==> src/rtl/y86_ctrl_pkg.sv <==
// Shared control definitions for the Y86-64 SEQ datapath: status codes,
// instruction codes and the sequencer phase enumeration.
package y86_ctrl_pkg;

    // Architectural status codes
    localparam logic [2:0] STAT_AOK = 3'd1;
    localparam logic [2:0] STAT_HLT = 3'd2;
    localparam logic [2:0] STAT_ADR = 3'd3;
    localparam logic [2:0] STAT_INS = 3'd4;

    // Instruction codes
    localparam logic [3:0] IHALT   = 4'h0;
    localparam logic [3:0] INOP    = 4'h1;
    localparam logic [3:0] IRRMOVQ = 4'h2;
    localparam logic [3:0] IIRMOVQ = 4'h3;
    localparam logic [3:0] IRMMOVQ = 4'h4;
    localparam logic [3:0] IMRMOVQ = 4'h5;
    localparam logic [3:0] IOPQ    = 4'h6;
    localparam logic [3:0] IJXX    = 4'h7;
    localparam logic [3:0] ICALL   = 4'h8;
    localparam logic [3:0] IRET    = 4'h9;
    localparam logic [3:0] IPUSHQ  = 4'hA;
    localparam logic [3:0] IPOPQ   = 4'hB;

    // Sequencer phases; IDLE and STOP are the only non-busy states
    typedef enum logic [2:0] {
        PH_IDLE,
        PH_FETCH,
        PH_DECODE,
        PH_EXECUTE,
        PH_MEMORY,
        PH_WRITEBACK,
        PH_PCUPD,
        PH_STOP
    } phase_e;

endpackage

==> src/rtl/seq_perf_counters.sv <==
// Retired-instruction and busy-cycle counters for bench and debug visibility.
// Both counters wrap silently.
module seq_perf_counters #(
    parameter int CNT_W = 32
) (
    input  logic             clk,
    input  logic             rst_n,
    input  logic             busy,
    input  logic             retire_pulse,
    output logic [CNT_W-1:0] retired,
    output logic [CNT_W-1:0] cycles
);

    logic [CNT_W-1:0] retired_q, retired_d;
    logic [CNT_W-1:0] cycles_q, cycles_d;

    // Next counter values: bump on each retire pulse and each busy clock
    always_comb begin
        retired_d = retired_q;
        cycles_d  = cycles_q;
        if (retire_pulse) retired_d = retired_q + CNT_W'(1);
        if (busy)         cycles_d  = cycles_q + CNT_W'(1);
    end

    // Counter registers, cleared by reset
    always_ff @(posedge clk or negedge rst_n) begin
        if (!rst_n) begin
            retired_q <= '0;
            cycles_q  <= '0;
        end else begin
            retired_q <= retired_d;
            cycles_q  <= cycles_d;
        end
    end

    assign retired = retired_q;
    assign cycles  = cycles_q;

endmodule

==> src/rtl/seq_stage_controller.sv <==
// Multi-cycle sequencer for the Y86-64 SEQ datapath. Walks each instruction
// through six one-cycle phases, owns the PC and status code, and halts for
// good on HLT or any fault until reset.
module seq_stage_controller
    import y86_ctrl_pkg::*;
#(
    parameter logic [63:0] RESET_PC = 64'd0,
    parameter int          CNT_W    = 32
) (
    input  logic             clk,
    input  logic             rst_n,
    input  logic             run,
    input  logic             step,
    input  logic [3:0]       icode,
    input  logic             instr_valid,
    input  logic             imem_error,
    input  logic             dmem_error,
    input  logic [63:0]      new_pc,
    output logic [63:0]      pc,
    output logic             fetch_en,
    output logic             decode_en,
    output logic             execute_en,
    output logic             mem_en,
    output logic             wb_en,
    output logic             pc_en,
    output logic [2:0]       stat,
    output logic             busy,
    output logic [CNT_W-1:0] retired,
    output logic [CNT_W-1:0] cycles
);

    phase_e      state_q, state_d;
    logic [2:0]  stat_q, stat_d;
    logic [63:0] pc_q, pc_d;
    logic        step_q;
    logic        step_edge;
    logic        retire_pulse;

    // A step only counts on its rising edge; edges seen outside IDLE are lost
    assign step_edge = step & ~step_q;

    // State register
    always_ff @(posedge clk or negedge rst_n) begin
        if (!rst_n) state_q <= PH_IDLE;
        else        state_q <= state_d;
    end

    // Architectural PC, status code and step history
    always_ff @(posedge clk or negedge rst_n) begin
        if (!rst_n) begin
            pc_q   <= RESET_PC;
            stat_q <= STAT_AOK;
            step_q <= 1'b0;
        end else begin
            pc_q   <= pc_d;
            stat_q <= stat_d;
            step_q <= step;
        end
    end

    // Next-state logic with fault checks at FETCH and MEMORY
    always_comb begin
        state_d      = state_q;
        stat_d       = stat_q;
        pc_d         = pc_q;
        retire_pulse = 1'b0;
        case (state_q)
            PH_IDLE: begin
                if (stat_q == STAT_AOK && (run || step_edge)) state_d = PH_FETCH;
            end
            PH_FETCH: begin
                if (imem_error) begin
                    stat_d  = STAT_ADR;
                    state_d = PH_STOP;
                end else if (!instr_valid) begin
                    stat_d  = STAT_INS;
                    state_d = PH_STOP;
                end else if (icode == IHALT) begin
                    stat_d       = STAT_HLT;
                    retire_pulse = 1'b1;
                    state_d      = PH_STOP;
                end else begin
                    state_d = PH_DECODE;
                end
            end
            PH_DECODE:  state_d = PH_EXECUTE;
            PH_EXECUTE: state_d = PH_MEMORY;
            PH_MEMORY: begin
                if (dmem_error) begin
                    stat_d  = STAT_ADR;
                    state_d = PH_STOP;
                end else begin
                    state_d = PH_WRITEBACK;
                end
            end
            PH_WRITEBACK: state_d = PH_PCUPD;
            PH_PCUPD: begin
                pc_d         = new_pc;
                retire_pulse = 1'b1;
                state_d      = run ? PH_FETCH : PH_IDLE;
            end
            PH_STOP: state_d = PH_STOP;
            default: state_d = PH_IDLE;
        endcase
    end

    // Moore phase strobes and busy flag decoded from the state register
    always_comb begin
        fetch_en   = 1'b0;
        decode_en  = 1'b0;
        execute_en = 1'b0;
        mem_en     = 1'b0;
        wb_en      = 1'b0;
        pc_en      = 1'b0;
        busy       = 1'b1;
        case (state_q)
            PH_FETCH:     fetch_en   = 1'b1;
            PH_DECODE:    decode_en  = 1'b1;
            PH_EXECUTE:   execute_en = 1'b1;
            PH_MEMORY:    mem_en     = 1'b1;
            PH_WRITEBACK: wb_en      = 1'b1;
            PH_PCUPD:     pc_en      = 1'b1;
            default:      busy       = 1'b0;
        endcase
    end

    seq_perf_counters #(
        .CNT_W(CNT_W)
    ) u_perf (
        .clk          (clk),
        .rst_n        (rst_n),
        .busy         (busy),
        .retire_pulse (retire_pulse),
        .retired      (retired),
        .cycles       (cycles)
    );

    assign pc   = pc_q;
    assign stat = stat_q;

endmodule

==> config.mk <==
export PLATFORM = sky130hd
export DESIGN_NAME = seq_stage_controller
export DESIGN_NICKNAME = d
export VERILOG_FILES = /design/src/rtl/y86_ctrl_pkg.sv /design/src/rtl/seq_perf_counters.sv /design/src/rtl/seq_stage_controller.sv
export SDC_FILE = /design/constraint.sdc
export NUM_CORES = 1
export LEC_CHECK = 0
export ABC_AREA = 1
export BUFFER_PORTS_ARGS = -buffer_cell sky130_fd_sc_hd__buf_2
export CELL_PAD_IN_SITES_DETAIL_PLACEMENT = 1
export CELL_PAD_IN_SITES_GLOBAL_PLACEMENT = 1
export CORE_ASPECT_RATIO = 0.7
export CORE_MARGIN = 2
export CORE_UTILIZATION = 41
export CTS_BUF_LIST = sky130_fd_sc_hd__clkbuf_8
export DETAILED_ROUTE_END_ITERATION = 6
export PLACE_DENSITY = 0.95
export SLEW_MARGIN = 30
export SYNTH_ARGS = -nofsm -noshare
export SYNTH_HDL_FRONTEND = slang
export SYNTH_SLANG_ARGS = --single-unit
==> constraint.sdc <==
create_clock -name clk -period 3.3 [get_ports clk]
set_input_delay 0.825 -clock clk [delete_from_list [all_inputs] [get_ports clk]]
set_output_delay 0.825 -clock clk [all_outputs]
set_load 0.005 [all_outputs]
* Word-level counts from Yosys, hierarchy flattened
Cells that the tools add are included.
** Cells by class
- Bitwise gates (word level) :: 2
- Reduce and logical (&&, ||, !) cells :: 7
- Add/subtract/negate cells :: 2
- Multiplexer cells :: 23
- Equal/unequal tests :: 11
** Operators by type and width (count)
- $add A32 B1 Y32 const B :: 2
- $mux W3 :: 8
- $pmux W3 S8 :: 1
- $eq A3 B3 Y1 const B :: 4
- $mux W1 :: 11
- $eq A3 B1 Y1 const B :: 2
- $eq A3 B2 Y1 const B :: 2
- $pmux W3 S2 :: 1
- $reduce_or A6 Y1 :: 1
- $logic_not A4 Y1 :: 1
- $ne A2 B2 Y1 const B :: 2
- $ne A4 B4 Y1 const B :: 1
- $logic_not A3 Y1 :: 1
- $reduce_and A3 Y1 :: 1
- $mux W2 :: 1
- $pmux W1 S2 :: 1
- $reduce_bool A2 Y1 :: 1
- $and A1 B1 Y1 :: 1
- $logic_and A1 B1 Y1 :: 1
- $logic_or A1 B1 Y1 :: 1
- $not A1 Y1 :: 1
** Storage, ports and cells
- Bits in registers :: 135
- Input port bits :: 75
- Word-level logic and storage cells :: 51
- Output and inout port bits :: 138

* Depth between registers and ports, before layout
Gate-level depths: netlist (run 1).
- Depth in word-level cells :: 6
- Mapped depth :: 10
- Mapped depth without buffers :: 10

* By module
Synthesis (run 1) repeated with hierarchy kept, for this count alone.
** Second synthesis, totals
- Cell total of the unflattened synthesis :: 767
- Area, all modules :: 6403.6 µm²
** By module, submodules not included
- seq_perf_counters :: cells each 428, times used 1, seq. area each 1601.5 µm², area each 3493.4 µm²
- seq_stage_controller :: cells each 339, times used 1, seq. area each 1778.0 µm², area each 2910.3 µm²

* Worst setup path after synthesis (run 1)
OpenSTA, ideal clock, no wires.
- Path kind :: reg2out
- Start :: register state_q[0]
- End :: output pc_en
- Stages on the path, launching flop included :: 6
- Arrival :: 1002 ps
- Path buffers :: 2
- Slack :: 1473 ps
- Data required time :: 2475 ps
- Path through :: dfrtp_1 > buf_4 > inv_2 > nand3_2 > inv_1 > buf_2
** Between the ends
- Word-level cells in the longest chain between the ends :: 2
** Ends and longest elaborated chain
- from (decl) :: line seq_stage_controller.sv:32 : phase_e state_q, state_d;
- from (signal assigned) :: line seq_stage_controller.sv:45 : else state_q <= state_d;
- $eq A3 B3 Y1 :: line seq_stage_controller.sv:116 : case (state_q)
- $mux W1 :: line seq_stage_controller.sv:116
- to (decl) :: line seq_stage_controller.sv:25 : output logic pc_en,
No other way between the ends.

* Worst setup path after layout (run 1)
- Start :: register state_q[1]
- End :: output mem_en
** Between the ends
- Word-level cells in the longest chain between the ends :: 2
** Ends and longest elaborated chain
- $eq A3 B3 Y1 :: line seq_stage_controller.sv:116
- $mux W1 :: line seq_stage_controller.sv:116
- to (decl) :: line seq_stage_controller.sv:23 : output logic mem_en,
No other way between the ends.

==> results by group, run 1 <==
Critical path
  – Worst Setup End Kind: output pin
  – Reg2Reg Depth: 8
  – Crit start category: flop
  – Data arrival, critical path: 1630 ps
  – Crit. Startpoint: state_q[1]
  – CP Data Required Time: 2470 ps
  – CP Max Fanout: 8
  – Setup Crit Path Kind: reg -> out
  – Reg-to-reg endpoint: u_perf.retired[8]
  – Worst Path Buf+Inv: 2
  – CP top delay family: flip-flops
  – Crit-path slowest cell: dfrtp_1
  – Worst path cell trace: inv_1 -> nand2_1 -> nor2_1 -> buf_2
  – CP max stage delay: 520 ps
  – Reg-to-Reg Start: state_q[0]
  – Reg-to-reg slack, setup: 1360 ps

STA
  – Final setup fails: 0
  – Unrepaired setup endpoints after global routing: false
  – PnR worst setup slack: 840.6 ps
  – Final Max Tran Viols: 0
  – Final Critical Period: 2459 ps
  – Rel. slew slack: 0.5650
  – Final Hold Viols: 0
  – Max Clock Skew: 13.38 ps
  – Setup_tns: 0 ps
  – Slew @ Worst Pin: 652.6 ps
  – Period utilisation layout: 0.7453
  – Max frequency: 406.6 MHz

Synth
  – Combinational family with the most area after synthesis: simple AND/OR/NAND/NOR gates
  – Xor/xnor cell area share of the yosys netlist: 0.05615
  – Synth Area in Simple Gates: 0.3516
  – Synth top area cells: dfrtp_1 (51%), nand2_1 (21%), nor2_1 (4.5%)
  – Syn. warnings: 0
  – Mux share of post-synthesis cell area: 0
  – Avg Cell Area, Syn: 8.038 um^2
  – Seq/Total Area, Yosys: 0.5159
  – Synth area leader: dfrtp_1
  – Synth top cells by count: nand2_1 (361), dfrtp_1 (134), nor2_1 (79)
  – Mapped Nets: 892
  – Yosys reg bits: 135
  – Area share of the largest cell type after synthesis: 0.5118
  – Synth Area in Compound Gates: 0.01432
  – Most numerous cell in the Yosys netlist: nand2_1
  – Mapped Cells: 815
  – Post-synthesis async set-or-reset flop share: 1.000
  – Main flop type after synthesis: dfrtp_1
  – Post-Synthesis Cell Area: 6551 um^2
  – Post-Synth Adder-Cell Area: 0.003820
  – Distinct cells, synth: 34
  – EDFF count, synth: 0

Final layout
  – Share of cells above drive strength 1: 0.2787
  – Fillers: 1994
  – Area grow syn2layout: 24.54%
  – Multi-input logic area: 2790 um^2
  – Nets@finish: 1108
  – Seq. cell area: 3379 um^2
  – Final std cells w/o fill: 1245

Placement
  – Routability cong.: 0.8537
  – Port buffer count: 212
  – Post-Place Setup Slack: 1148 ps
  – Final HPWL DP: 15210 um
  – Dpl cells: 1212

Global routing
  – Vias in the first global route: 6355
  – Antenna violations before repair: 0
  – Largest net degree at the start of global routing: 65
  – GRT overflow: 0
  – First-pass GRT wire length: 32550 um
  – Total track usage: 0.2453

Pwr
  – Static Leak: 4.417 nW
  – Combinational share of power: 0.334
  – Total power: 0.005876 W
  – VDD IR max: 0.0003708 V
  – Pint: 0.003555 W
  – Sw Ratio: 0.3950
  – Share of power burned in registers: 0.436
  – Switch Pwr: 0.002321 W
  – Pwr dens: 720.1 nW/um^2
  – Clock share of power: 0.230

Clock tree
  – Skew-Pair Late Insertion Delay: 450 ps
  – H-tree levels: 4
  – Post-CTS setup buffer count: 0
  – Num CTS Buffers: 17
  – Clock transition at path regs: 90 ps
  – Clk sink count: 135
  – CTS max path bufs: 2
  – Root Buffer Master: clkbuf_8
  – CTS tree: yes
  – # hold bufs at CTS: 0
  – Post-cts sizing count: 0

Route
  – First drt pass iteration count: 5
  – DR iter-0 viols: 374
  – Total number of vias: 6086
  – Drt total wl: 20090 um
  – Vias per std cell: 4.888
  – Final ANT Viol Nets: 0
  – Post-route DRC: 0
  – DR WL/cell: 16.13 um

Worst hold path
  – Hold crit path type: in -> async

Floorplan
  – Die area: 17020 um^2
  – Ports: 213
  – Die X: 155.1 um
  – Initial Util: 0.4214
  – Row count: 38
  – Die H: 109.8 um
  – Core Area: 15550 um^2

Status
  – Status: completed

Flow run
  – Max Cap Viol: 0
sequential cells by signal (all words and copies together) (netlist names):
register / cells
pc: 64
u_perf.cycles: 32
u_perf.retired: 32
stat: 3
state_q: 3
step_q: 1
worst max-delay path by stage:
stage | endpoint | slack, ps | cells past startpoint
after floorplan | pc_en | 1470 | 5
after global placement | u_perf.retired[8] | 1270 | 8
after detailed placement | u_perf.retired[8] | 1150 | 8
after CTS | mem_en | 820 | 4
after global routing | pc_en | 710 | 5
final | mem_en | 840 | 4
cell usage in the layout, fill, tap and decap left out, types with 10 or more instances in the layout:
| cell | netlist | final |
|---|---|---|
| nand2_2 | 14 | 14 |
| nand2_1 | 361 | 361 |
| nor3_1 | 11 | 11 |
| nand3_1 | 36 | 36 |
| nor2_1 | 79 | 79 |
| clkbuf_8 | 0 | 17 |
| xor2_1 | 19 | 19 |
| xnor2_1 | 10 | 10 |
| nand4_1 | 16 | 16 |
| buf_2 | 5 | 211 |
| inv_1 | 63 | 63 |
| dfrtp_1 | 134 | 134 |
| o21ai_0 | 11 | 11 |
metrics by stage:
step | utilization | instance area [um^2] | hold WS [ps]
after global routing | 0.5246 | 8157 | 309.4
after detailed placement | 0.5002 | 7777 | 460.0
after global placement | 0.5002 | 7777 | 457.5
final | 0.5248 | 8159 | 309.2
after CTS | 0.5246 | 8157 | 303.5
after floorplan | - | 6551 | 472.4
cell type report:
class / count / area share
flip-flops and latches: 135 / 0.4142
multi-input cells: 596 / 0.3420
repair buffers: 217 / 0.1369
well taps: 200 / 0.03067
inverters: 64 / 0.02944
clock buffers: 17 / 0.02868
clock inverters: 15 / 0.01779
diodes: 1 / 0.0003067
layer usage:
| layer | global-route usage | share of wire | vias to the layer above |
|---|---|---|---|
| li1 | - | - | 2939 |
| met1 | 0.3130 | 0.45 | 2956 |
| met2 | 0.4235 | 0.49 | 168 |
| met3 | 0.05282 | 0.045 | 23 |
| met4 | 0.07474 | 0.015 | 0 |
| met5 | 0 | 0 | - |
logic make-up (layout without fill, tap and decap cells):
logic type / Yosys count / count (layout)
other: 0 / 1
flip-flops: 135 / 135
adder cells (fa/ha/maj): 2 / 2
XOR/XNOR: 36 / 36
AND/OR/NAND/NOR: 541 / 541
AO/OA/AOI/OAI: 17 / 17
buffers and inverters: 84 / 313
power groups by stage:
stage | Sequential [W] | Combinational [W] | Clock, W
after floorplan | 0.00252 | 0.00115 | 0
after global placement | 0.00255 | 0.00186 | 0
after detailed placement | 0.00258 | 0.00200 | 0
after CTS | 0.00256 | 0.00200 | 0.00139
after global routing | 0.00263 | 0.00221 | 0.00146
final | 0.00256 | 0.00196 | 0.00135
Note: power is estimated with default switching activity, not from simulation.
==> run 2, diff against run 1 <==
CORE_UTILIZATION = 38   (was 41)
PLACE_DENSITY = 0.91   (was 0.95)
clock period = 2.47 ns   (was 3.3 ns; I/O delays follow)
==> results by group, run 2 (synthesis gave the netlist of run 1 again) <==
Placement
  – Dpl cells: 1243
  – Cell Area, Placed: 7816 um^2
  – Post-Place Setup Slack: 561.2 ps
  – Port buffer count: 212
  – Final HPWL DP: 14390 um
  – Routability cong.: 0.8171

Critical path
  – CP top delay family: flip-flops
  – Crit-path slowest cell: dfrtp_1
  – CP Max Fanout: 8
  – Worst Setup End Kind: output pin
  – CP max stage delay: 570 ps
  – Data arrival, critical path: 1580 ps
  – CP Data Required Time: 1850 ps
  – Worst path cell trace: nor2_8 -> o21ai_2 -> buf_2
  – Setup Crit Path Kind: reg -> out
  – Reg2Reg Depth: 5
  – Crit start category: flop
  – Worst Path Buf+Inv: 1
  – Total stage count of the critical path: 3

Floorplan
  – Die X: 160.9 um
  – Ports: 213
  – Initial Util: 0.3850
  – Die H: 113.9 um
  – Die area: 18320 um^2
  – Core Area: 17020 um^2
  – Row count: 40

Route
  – Vias per std cell: 4.740
  – Top Metal Used: met4
  – DR iter-0 viols: 265
  – First drt pass iteration count: 4
  – Routed wl met3: 969 um
  – Total number of vias: 6044
  – DR WL/cell: 15.07 um
  – Post-route DRC: 0
  – Length of routed wiring on met1: 8930 um
  – Metal2 WL: 9074 um
  – Final ANT Viol Nets: 0
  – Drt total wl: 19220 um

Global routing
  – Largest net degree at the start of global routing: 65
  – First-pass GRT wire length: 31840 um
  – Total track usage: 0.2187
  – Vias in the first global route: 6247
  – Antenna violations before repair: 0
  – GRT overflow: 0

Clock tree
  – Clock transition at path regs: 80 ps
  – Num CTS Buffers: 17
  – Post-CTS setup buffer count: 0
  – Post-cts sizing count: 0
  – Clk sink count: 135
  – # hold bufs at CTS: 0
  – H-tree levels: 4
  – CTS tree: yes
  – Skew-Pair Late Insertion Delay: 440 ps
  – Root Buffer Master: clkbuf_8
  – CTS max path bufs: 2

Final layout
  – Share of cells above drive strength 1: 0.2787
  – Fillers: 2185
  – N_diodes: 0
  – Final std cells w/o fill: 1275
  – Area grow syn2layout: 25.44%
  – Most frequent cells in the layout: nand2_1 (361), buf_2 (211), dfrtp_1 (134), nor2_1 (79), inv_1 (63)
  – Commonest non-fill, non-tap cell in the layout: nand2_1
  – Nets@finish: 1108
  – Max reg flops: 64
  – Multi-input logic area: 2790 um^2
  – Final instance area: 8218 um^2
  – Seq. cell area: 3379 um^2
  – Fin util: 0.4829

STA
  – Setup_tns: 0 ps
  – Final Hold Viols: 0
  – Final setup fails: 0
  – Final Critical Period: 2194 ps
  – Final Max Tran Viols: 0
  – Max frequency: 455.7 MHz
  – Rel. slew slack: 0.5486
  – Slew @ Worst Pin: 677.1 ps
  – Unrepaired setup endpoints after global routing: false
  – Period utilisation layout: 0.8884
  – PnR worst setup slack: 275.7 ps
  – Max Clock Skew: 15.42 ps

Worst hold path
  – Hold crit path type: in -> async

Status
  – Status: completed

Pwr
  – Pwr dens: 960.3 nW/um^2
  – Static Leak: 4.431 nW
  – VDD IR max: 0.0004581 V

Flow run
  – Max Cap Viol: 0
[run 2: cell types whose count changed in the layout (fill, tap and decap cells not counted)]
cell	previous run	this run
clkinvlp_4	4	3
bufinv_16	1	2
inv_6	6	5
diode_2	1	0
clkinv_4	2	3
[run 2: cell type report]
type	count	area share
inverters	64	0.02923
multi-input cells	596	0.3395
clock buffers	17	0.02847
flip-flops and latches	135	0.4112
well taps	231	0.03517
repair buffers	217	0.1360
clock inverters	15	0.02040
[run 2: stage by stage]
stage	power (W)	hold slack, ps
finish	0.007892	65.52
floorplan	0.004901	321.9
CTS	0.007991	47.56
detailed placement	0.006067	459.4
global placement	0.005918	458.5
global route	0.008505	48.48
[run 2: final timing paths]
kind                                endpoint        from  slack [ps]
min in group clk                      step_q        step         310
hold / removal             u_perf.retired[8]       rst_n          70
setup / recovery                        busy  state_q[2]         280
setup reg to reg                      pc[16]  state_q[2]         630
hold reg to reg                        pc[7]       pc[7]         480
max in group asynchronous             pc[43]       rst_n        1640
[run 2: per-layer routing]
| layer | global-route usage | up-vias |
|---|---|---|
| li1 | - | 2946 |
| met1 | 0.2934 | 2927 |
| met2 | 0.3617 | 152 |
| met3 | 0.05200 | 19 |
| met4 | 0.05238 | 0 |
| met5 | 0 | - |
[run 2: report_power, final]
part	internal [W]	switching, W	leakage (nW)
registers	0.00289	0.000512	1.73
logic	0.00104	0.00156	2.51
clock network	0.000920	0.000977	0.197
total	0.00484	0.00305	4.43
